==> src/rtl/morse_pkg.sv <==
// Shared definitions for the Morse letter sequencer: FSM state encoding,
// counter widths and the left-aligned letter ROM (S..Z).
package morse_pkg;

    localparam int unsigned MAX_LEN = 13;   // longest pattern (Y), also shift register width
    localparam int unsigned CNT_W   = 4;    // symbol counter width
    localparam int unsigned DIV_W   = 27;   // rate divider width
    localparam int unsigned SEL_W   = 3;    // letter select width

    typedef enum logic [2:0] {
        ST_IDLE,
        ST_LOAD,
        ST_SEND,
        ST_GAP,
        ST_DONE
    } state_e;

    typedef struct packed {
        logic [MAX_LEN-1:0] pattern;  // first symbol at MSB
        logic [CNT_W-1:0]   len;      // symbols in pattern
    } rom_entry_t;

    // Letter ROM: dot=1, dash=111, intra-letter gap=0, left-aligned.
    function automatic rom_entry_t rom_lookup(input logic [SEL_W-1:0] sel);
        rom_entry_t e;
        e = '0;
        case (sel)
            3'd0: e = '{pattern: 13'b1010100000000, len: 4'd5};   // S
            3'd1: e = '{pattern: 13'b1110000000000, len: 4'd3};   // T
            3'd2: e = '{pattern: 13'b1010111000000, len: 4'd7};   // U
            3'd3: e = '{pattern: 13'b1010101110000, len: 4'd9};   // V
            3'd4: e = '{pattern: 13'b1011101110000, len: 4'd9};   // W
            3'd5: e = '{pattern: 13'b1110101011100, len: 4'd11};  // X
            3'd6: e = '{pattern: 13'b1110101110111, len: 4'd13};  // Y
            3'd7: e = '{pattern: 13'b1110111010100, len: 4'd11};  // Z
            default: e = '0;
        endcase
        return e;
    endfunction

endpackage

==> src/rtl/morse_rate_div.sv <==
// Symbol-rate divider: counts 0..TICK_DIV-1 while enabled and flags the
// terminal count combinationally so the FSM can act on the same edge.
// Ports: clk_i, reset_i (sync, active-high), clr_i (sync clear),
//        en_i (count enable), tick_c_o (terminal count, combinational).
module morse_rate_div
    import morse_pkg::*;
#(
    parameter int unsigned TICK_DIV = 25_000_000
) (
    input  logic clk_i,
    input  logic reset_i,
    input  logic clr_i,
    input  logic en_i,
    output logic tick_c_o
);

    logic [DIV_W-1:0] div_q;
    logic [DIV_W-1:0] div_d;
    logic             term_c;

    assign term_c   = (div_q == DIV_W'(TICK_DIV - 1));
    // Tick must not depend on clr_i: the FSM derives clr_i from the tick.
    assign tick_c_o = en_i && term_c;

    // Next count: clear wins, wrap at terminal count.
    always_comb begin
        div_d = div_q;
        if (clr_i) begin
            div_d = '0;
        end else if (en_i) begin
            div_d = term_c ? '0 : div_q + DIV_W'(1);
        end
    end

    always_ff @(posedge clk_i) begin
        if (reset_i) begin
            div_q <= '0;
        end else begin
            div_q <= div_d;
        end
    end

endmodule

==> src/rtl/morse_letter_sequencer.sv <==
// Morse transmit controller: latches a letter on start, shifts its pattern
// out one symbol per TICK_DIV cycles, optionally repeats after a gap.
// Ports: clk_i, reset_i (sync, active-high), start_i, letter_sel_i[2:0],
//        repeat_i, led_out_o, busy_o, done_o (all outputs registered).
module morse_letter_sequencer
    import morse_pkg::*;
#(
    parameter int unsigned TICK_DIV    = 25_000_000,
    parameter int unsigned GAP_SYMBOLS = 7
) (
    input  logic             clk_i,
    input  logic             reset_i,
    input  logic             start_i,
    input  logic [SEL_W-1:0] letter_sel_i,
    input  logic             repeat_i,
    output logic             led_out_o,
    output logic             busy_o,
    output logic             done_o
);

    localparam int unsigned GAP_W = (GAP_SYMBOLS < 2) ? 1 : $clog2(GAP_SYMBOLS + 1);

    state_e             state_q, state_d;
    logic [MAX_LEN-1:0] shift_q, shift_d;
    logic [CNT_W-1:0]   cnt_q, cnt_d;
    logic [GAP_W-1:0]   gap_q, gap_d;
    logic [SEL_W-1:0]   letter_q, letter_d;
    logic               led_q, led_d;
    logic               busy_q, busy_d;
    logic               done_q, done_d;
    logic               div_clr_c;
    logic               div_en_c;
    logic               tick_c;
    rom_entry_t         rom_c;

    assign rom_c = rom_lookup(letter_q);

    morse_rate_div #(
        .TICK_DIV (TICK_DIV)
    ) u_rate_div (
        .clk_i    (clk_i),
        .reset_i  (reset_i),
        .clr_i    (div_clr_c),
        .en_i     (div_en_c),
        .tick_c_o (tick_c)
    );

    // Next-state, datapath and output decode.
    always_comb begin
        state_d   = state_q;
        shift_d   = shift_q;
        cnt_d     = cnt_q;
        gap_d     = gap_q;
        letter_d  = letter_q;
        div_clr_c = 1'b0;
        div_en_c  = 1'b0;

        case (state_q)
            ST_IDLE: begin
                if (start_i) begin
                    letter_d = letter_sel_i;
                    state_d  = ST_LOAD;
                end
            end
            ST_LOAD: begin
                shift_d   = rom_c.pattern;
                cnt_d     = rom_c.len;
                div_clr_c = 1'b1;
                state_d   = ST_SEND;
            end
            ST_SEND: begin
                div_en_c = 1'b1;
                if (tick_c) begin
                    shift_d = {shift_q[MAX_LEN-2:0], 1'b0};
                    cnt_d   = cnt_q - CNT_W'(1);
                    // Last symbol period ends on this tick.
                    if (cnt_q == CNT_W'(1)) begin
                        if (repeat_i) begin
                            gap_d     = GAP_W'(GAP_SYMBOLS);
                            div_clr_c = 1'b1;
                            state_d   = ST_GAP;
                        end else begin
                            state_d = ST_DONE;
                        end
                    end
                end
            end
            ST_GAP: begin
                div_en_c = 1'b1;
                if (tick_c) begin
                    gap_d = gap_q - GAP_W'(1);
                    if (gap_q == GAP_W'(1)) begin
                        state_d = repeat_i ? ST_LOAD : ST_DONE;
                    end
                end
            end
            ST_DONE: begin
                state_d = ST_IDLE;
            end
            default: begin
                state_d = ST_IDLE;
            end
        endcase

        // Outputs registered from next-state values so they line up with state.
        led_d  = (state_d == ST_SEND) && shift_d[MAX_LEN-1];
        busy_d = (state_d == ST_LOAD) || (state_d == ST_SEND) || (state_d == ST_GAP);
        done_d = (state_d == ST_DONE);
    end

    always_ff @(posedge clk_i) begin
        if (reset_i) begin
            state_q  <= ST_IDLE;
            shift_q  <= '0;
            cnt_q    <= '0;
            gap_q    <= '0;
            letter_q <= '0;
            led_q    <= 1'b0;
            busy_q   <= 1'b0;
            done_q   <= 1'b0;
        end else begin
            state_q  <= state_d;
            shift_q  <= shift_d;
            cnt_q    <= cnt_d;
            gap_q    <= gap_d;
            letter_q <= letter_d;
            led_q    <= led_d;
            busy_q   <= busy_d;
            done_q   <= done_d;
        end
    end

    assign led_out_o = led_q;
    assign busy_o    = busy_q;
    assign done_o    = done_q;

endmodule
==> config.mk <==
export PLATFORM = sky130hd
export DESIGN_NAME = morse_letter_sequencer
export DESIGN_NICKNAME = d
export VERILOG_FILES = /design/src/rtl/morse_pkg.sv /design/src/rtl/morse_rate_div.sv /design/src/rtl/morse_letter_sequencer.sv
export SDC_FILE = /design/constraint.sdc
export NUM_CORES = 1
export LEC_CHECK = 0
export ABC_CLOCK_PERIOD_IN_PS = 2460
export CAP_MARGIN = 20
export CORE_MARGIN = 10
export CORE_UTILIZATION = 60
export DETAILED_ROUTE_END_ITERATION = 12
export GPL_TIMING_DRIVEN = 0
export HOLD_SLACK_MARGIN = 0.08
export PLACE_DENSITY = 0.88
export SYNTH_ARGS = -nofsm -noshare
export SYNTH_HDL_FRONTEND = slang
export SYNTH_SLANG_ARGS = --single-unit
==> constraint.sdc <==
create_clock -name clk_i -period 2.46 [get_ports clk_i]
set_clock_uncertainty 0.2 [all_clocks]
set_input_delay 0.492 -clock clk_i [delete_from_list [all_inputs] [get_ports clk_i]]
set_output_delay 0.492 -clock clk_i [all_outputs]
set_load 0.02 [all_outputs]
==> results.json, run 1 <==
{
  "post-synth-top-area-fraction_pct": 43.5,
  "synth_nets": 372,
  "worstSkewPairLatency_ns": 0.35,
  "grt_pass1_vias": 2663,
  "hp-class": "reg2reg",
  "arrival_ns": 2.43,
  "start_util_pct": 61.7,
  "muxShareOfSynthArea_pct": 1.44,
  "drt_iter0_drc": 161,
  "vias": 2640,
  "synth-simple-area-share_pct": 28.5,
  "finalWirelength_mm": 6.98,
  "report.final.slew_viol_count": 0,
  "r2r_start": "u_rate_div.div_q[0]",
  "max_freq_mhz": 416,
  "grt_pass1_wl_mm": 12.2,
  "crit_chain": "clkdlybuf4s50_1 > nor4b_4 > mux2i_1 > or2_0 > buf_4 > inv_1 > ha_1 > nand2b_1 > a21boi_0",
  "cpPeakStageDelay_ns": 0.47,
  "tightestPinTransition_ns": 0.518,
  "synth-seq-cells": 68,
  "synth_top_family_by_area": "simple AND/OR/NAND/NOR gates",
  "io_pins": 10,
  "drc": 0,
  "clock_path_buffers": 2,
  "ff2ff_path_depth": 8,
  "root_buffer": "clkbuf_8",
  "dieWidth_microns": 92.2,
  "finalPower_mw": 2.56,
  "clock_sinks": 68,
  "slew_headroom_pct": 65.5,
  "yosysSeqAreaShare_pct": 43.5,
  "synth_common_cells": "dfxtp_1, nor2_1, nand2_1",
  "hold_violations": 0,
  "reg2reg_to": "u_rate_div.div_q[8]",
  "cp_data_required_time_ns": 2.49,
  "synth_largest_area_cell": "dfxtp_1",
  "post-route-period-util_pct": 97.8,
  "dp_cells": 436,
  "crit_path_start_kind": "input port",
  "whs_endpoint": "shift_q[9]",
  "worst-path-max-fanout": 7,
  "layout.nets": 396,
  "finalCriticalPeriod_ns": 2.41,
  "wl_per_cell_microns": 15.3,
  "cp-end-kind": "flip-flop",
  "ys_top_cells_by_area": "dfxtp_1, nor2_1, xor2_1",
  "crit_type": "in2reg",
  "synthXorXnorAreaFrac_pct": 6.99,
  "fin_cells": 456,
  "max-cap-violations": 0,
  "async_flop_share_pct": 0,
  "synth_cell_types": 54,
  "grt_max_degree": 14,
  "hold_path_depth": 2,
  "ir_drop_mv": 0.482,
  "antenna_found_initial": 0,
  "yosys_warnings": 0,
  "hold_buffers": 0,
  "ant_nets": 0,
  "syn_area_sq_um": 3130,
  "rows": 26,
  "yosysMostFrequentCell": "dfxtp_1",
  "cts_tree": "built",
  "hpwl_mm": 4.68,
  "synthCells": 357,
  "fin_util_pct": 70.9,
  "synth-edff-count": 0,
  "diodes": 0,
  "ff2ff_setup_slack_ns": 0.10,
  "cts.reportedPaths.clkPinSlew_ns": 0.08,
  "setup_viol_count_final": 0,
  "cts-buffers-inserted": 9,
  "dieArea_sq_um": 8510,
  "numPortBuffers": 9,
  "gr-total-overflow": 0,
  "synth-compound-area-share_pct": 11.3,
  "status": "completed",
  "avgSynthCellArea_sq_um": 8.77,
  "gp_congestion": 0.871,
  "synth_adder_area_share_pct": 3.20,
  "area_growth_pct": 14.9,
  "power_leakage_nw": 1.33,
  "drt_first_pass_iters": 5,
  "grt_usage_pct": 17.3,
  "drive_gt1_share_pct": 12.4,
  "holdCritStartpoint": "shift_q[9]",
  "ys.flop_type": "dfxtp_1",
  "pwr_density_cell_nw_per_um2": 713,
  "slowest_stage": "clkdlybuf4s50_1",
  "vias_per_cell": 5.79,
  "htree_levels": 3,
  "die_y_microns": 92.2,
  "core_sq_um": 5070
}
layer usage:
layer / routed length, microns / vias up / global-route usage (%) / share of wire (%)
met3: 291 / 18 / 5.70 / 4.2
met5: 0 / - / 0 / 0
met4: 155 / 0 / 7.07 / 2.2
met1: 3070 / 1250 / 19.4 / 44
li1: - / 1309 / - / -
met2: 3460 / 63 / 29.4 / 50
flip-flops by register name, indices dropped and copies added (netlist names):
name / flops
cnt_q: 4
busy_o: 1
state_q: 3
led_out_o: 1
letter_q: 3
gap_q: 3
rom_c: 12
shift_q: 13
u_rate_div.div_q: 27
done_o: 1
area by class of cell:
| cell class | count | area [sq um] |
|---|---|---|
| fillers | 406 | 1480 |
| repair buffers | 13 | 120 |
| plain buffers | 22 | 121 |
| well taps | 70 | 87.6 |
| inverters | 11 | 41.3 |
| multi-input cells | 256 | 1620 |
| clock inverters | 7 | 124 |
| flip-flops and latches | 68 | 1360 |
| clock buffers | 9 | 124 |
cells in the final DEF, fill, tap and decap left out, types with 3 or more instances in the layout:
| master | netlist | routed |
|---|---|---|
| a21oi_1 | 19 | 19 |
| a22oi_1 | 9 | 9 |
| a311oi_1 | 4 | 4 |
| a31oi_1 | 6 | 6 |
| and2_1 | 5 | 5 |
| and3_1 | 5 | 5 |
| and4_1 | 7 | 7 |
| buf_2 | 7 | 7 |
| buf_4 | 3 | 8 |
| bufinv_16 | 0 | 3 |
| clkbuf_1 | 9 | 8 |
| clkbuf_8 | 0 | 9 |
| clkdlybuf4s50_1 | 0 | 9 |
| dfxtp_1 | 68 | 68 |
| ha_1 | 8 | 8 |
| inv_1 | 11 | 11 |
| mux2i_1 | 3 | 3 |
| nand2_1 | 26 | 26 |
| nand3_1 | 23 | 23 |
| nand4_1 | 10 | 10 |
| nor2_1 | 48 | 47 |
| nor3_1 | 11 | 10 |
| nor4_1 | 9 | 9 |
| o21ai_0 | 3 | 3 |
| or2_2 | 3 | 3 |
| xnor2_1 | 6 | 6 |
| xor2_1 | 19 | 19 |
worst max-delay path, delay by kind of cell:
family | cells | cell delay [ns]
AND/OR/NAND/NOR | 3 | 0.68
buffers and inverters | 3 | 0.70
adder cells (fa/ha/maj) | 1 | 0.19
multiplexers | 1 | 0.26
AO/OA/AOI/OAI | 1 | 0.12
power by group:
part / internal (mW) / switching (mW)
Combinational: 0.104 / 0.148
Clock: 0.680 / 0.459
Sequential: 1.15 / 0.0294
what timing repair did:
| item | CTS | global route |
|---|---|---|
| resized for setup | 1 | 5 |
| setup endpoints to repair | 3 | 6 |
| hold endpoints to repair | 0 | 0 |
| setup buffers | 2 | 2 |
| gates cloned | 0 | 0 |
metrics by stage:
step | setup TNS, ns | area (sq um) | hold slack (ns) | worst slack [ns]
final | 0 | 3600 | 0.271 | 0.0534
after global routing | -0.223 | 3600 | 0.295 | -0.0264
after CTS | 0 | 3570 | 0.274 | 0.0747
after detailed placement | -2.70 | 3310 | 0.263 | -0.494
after global placement | -2.01 | 3310 | 0.255 | -0.419
after floorplan | 0 | 3130 | 0.241 | 0.273
how the worst max path moves through the flow:
stage                                    from                   end  slack [ns]
after floorplan                       start_i              rom_c[9]        0.27
after global placement                start_i              rom_c[9]       -0.42
after detailed placement              start_i              rom_c[9]       -0.49
after CTS                             start_i              rom_c[2]        0.07
after global routing      u_rate_div.div_q[0]  u_rate_div.div_q[24]       -0.03
final                                 start_i              rom_c[9]        0.05
logic make-up after synthesis:
group           after synthesis
fa+ha+maj                     8
xor+xnor                     25
mux                           4
compound gates               53
simple gates                166
flops                        68
buf+inv                      33
(Power assumes the default switching activity.)
==> inputs of run 2 (changes only) <==
--- a/config.mk
+++ b/config.mk
@@ -10,7 +10,6 @@
 export CORE_MARGIN = 10
 export CORE_UTILIZATION = 60
 export DETAILED_ROUTE_END_ITERATION = 12
-export GPL_TIMING_DRIVEN = 0
 export HOLD_SLACK_MARGIN = 0.08
 export PLACE_DENSITY = 0.88
 export SYNTH_ARGS = -nofsm -noshare
==> run 2 against run 1 <==
  * Critical path depth decreased by 2
  * Core utilization is 0.79 points lower
  * First-iteration DRC count is 37% lower
  * Critical endpoint is now u_rate_div.div_q[17]
  * Largest cell class unchanged
  * Largest power group unchanged
  * Highest routed layer unchanged
==> results.json, run 2 (synthesis gave the netlist of run 1 again) <==
{
  "cts.reportedPaths.clkPinSlew_ns": 0.08,
  "crit_cells": 7,
  "drt_iter0_drc": 101,
  "start_util_pct": 61.7,
  "io_pins": 10,
  "cts-buffers-inserted": 9,
  "antenna_found_initial": 0,
  "ir_drop_mv": 0.502,
  "finalCriticalPeriod_ns": 2.30,
  "cts_tree": "built",
  "final_common_cell": "dfxtp_1",
  "max_freq_mhz": 435,
  "crit_type": "reg2reg",
  "dieArea_sq_um": 8510,
  "ff2ff_setup_slack_ns": 0.16,
  "dieWidth_microns": 92.2,
  "cp-endpoint": "u_rate_div.div_q[17]",
  "post-route-period-util_pct": 93.4,
  "ant_nets": 0,
  "crit_path_start_kind": "flip-flop",
  "hold_buffers": 0,
  "vias": 2639,
  "grt_pass1_vias": 2599,
  "die_y_microns": 92.2,
  "crit_buf_inv": 1,
  "critical_path.top_delay_family": "simple AND/OR/NAND/NOR gates",
  "layout_common_cells": "dfxtp_1, nor2_1, nand2_1",
  "hold_violations": 0,
  "drive_gt1_share_pct": 12.2,
  "largest_reg_flops": 27,
  "reg2reg_to": "u_rate_div.div_q[17]",
  "grt_usage_pct": 16.2,
  "timing.final.ws_setup_ns": 0.163,
  "root_buffer": "clkbuf_8",
  "rsz0062_at_grt": "false",
  "grt_pass1_wl_mm": 11.4,
  "wl_per_cell_microns": 14.7,
  "cts_resized": 0,
  "cp-end-kind": "flip-flop",
  "hp-class": "reg2reg",
  "setup_viol_count_final": 0,
  "dp_slack_ns": -0.125,
  "core_sq_um": 5070,
  "finalWirelength_mm": 6.59,
  "clock_sinks": 68,
  "gp_congestion": 0.843,
  "ff2ff_path_depth": 7,
  "clock_path_buffers": 2,
  "status": "completed",
  "r2r_start": "u_rate_div.div_q[0]",
  "drc": 0,
  "top_register": "u_rate_div.div_q",
  "slowest_stage": "or3_1",
  "pwr_density_cell_nw_per_um2": 709,
  "report.final.slew_viol_count": 0,
  "worstSkewPairLatency_ns": 0.35,
  "vias_per_cell": 5.90,
  "drt_first_pass_iters": 4,
  "crit_chain": "ha_1 > and4_1 > nand2_1 > or3_1 > o21ai_4 > buf_4 > nor2_1",
  "hpwl_mm": 4.63,
  "arrival_ns": 2.32,
  "cp_data_required_time_ns": 2.49,
  "rows": 26,
  "grt_max_degree": 21,
  "power_leakage_nw": 1.32,
  "layout.nets": 387,
  "diodes": 0,
  "slew_headroom_pct": 64.3,
  "tightestPinTransition_ns": 0.534,
  "cpPeakStageDelay_ns": 0.51,
  "finalPower_mw": 2.52,
  "area_growth_pct": 13.6,
  "htree_levels": 3,
  "numPortBuffers": 9,
  "max-cap-violations": 0,
  "cts_setup_buffers": 0,
  "crit_start": "u_rate_div.div_q[0]",
  "worst-path-max-fanout": 16,
  "gr-total-overflow": 0
}
-- run 2: cell types whose count changed in the layout (fill, tap and decap cells not counted), sizes merged --
cell	previous run	this run
buf	18	17
clkbuf	17	9
inv	12	11
clkinvlp	1	2
-- run 2: metal layers --
| layer | vias up | GRT usage [%] | part of all wire (%) |
|---|---|---|---|
| li1 | 1285 | - | - |
| met4 | 0 | 8.87 | 2.1 |
| met5 | - | 0 | 0 |
| met3 | 13 | 3.67 | 3.8 |
| met1 | 1281 | 18.1 | 44 |
| met2 | 60 | 28.1 | 50 |
-- run 2: power by group --
group,internal [mW],switching [mW]
logic,0.105,0.143
clock network,0.669,0.431
registers,1.15,0.0319
total,1.92,0.605
-- run 2: tightest hold or removal path, delay by kind of cell, from the launching register on --
kind            cells  cell delay [ns]
simple gates        1             0.06
compound gates      1             0.06
flops               1             0.31
-- run 2: how the worst min path moves through the flow --
| stage | from | endpoint | cells past startpoint |
|---|---|---|---|
| after global placement | shift_q[4] | shift_q[4] | 2 |
| after global routing | shift_q[2] | shift_q[2] | 2 |
| after detailed placement | shift_q[2] | shift_q[2] | 2 |
| after CTS | shift_q[0] | shift_q[0] | 2 |
| after floorplan | rom_c[5] | shift_q[0] | 2 |
| final | shift_q[8] | shift_q[8] | 2 |
-- run 2: cell type report --
class	instances	area (sq um)
multi-input cells	256	1610
well taps	70	87.6
clock inverters	7	115
clock buffers	9	124
flip-flops and latches	68	1360
fillers	399	1520
inverters	11	41.3
repair buffers	26	218
-- run 2: stage by stage --
step / utilization (%) / cells / TNS (ns) / area (sq um) / hold slack, ns
2_1_floorplan: - / 357 / 0 / 3130 / 0.241
3_3_place_gp: 65.4 / 431 / -0.0584 / 3320 / 0.256
3_5_place_dp: 65.4 / 431 / -0.356 / 3320 / 0.265
4_1_cts: 70.1 / 447 / 0 / 3560 / 0.278
5_1_grt: 70.1 / 447 / 0 / 3560 / 0.303
6_report: 70.1 / 447 / 0 / 3560 / 0.279
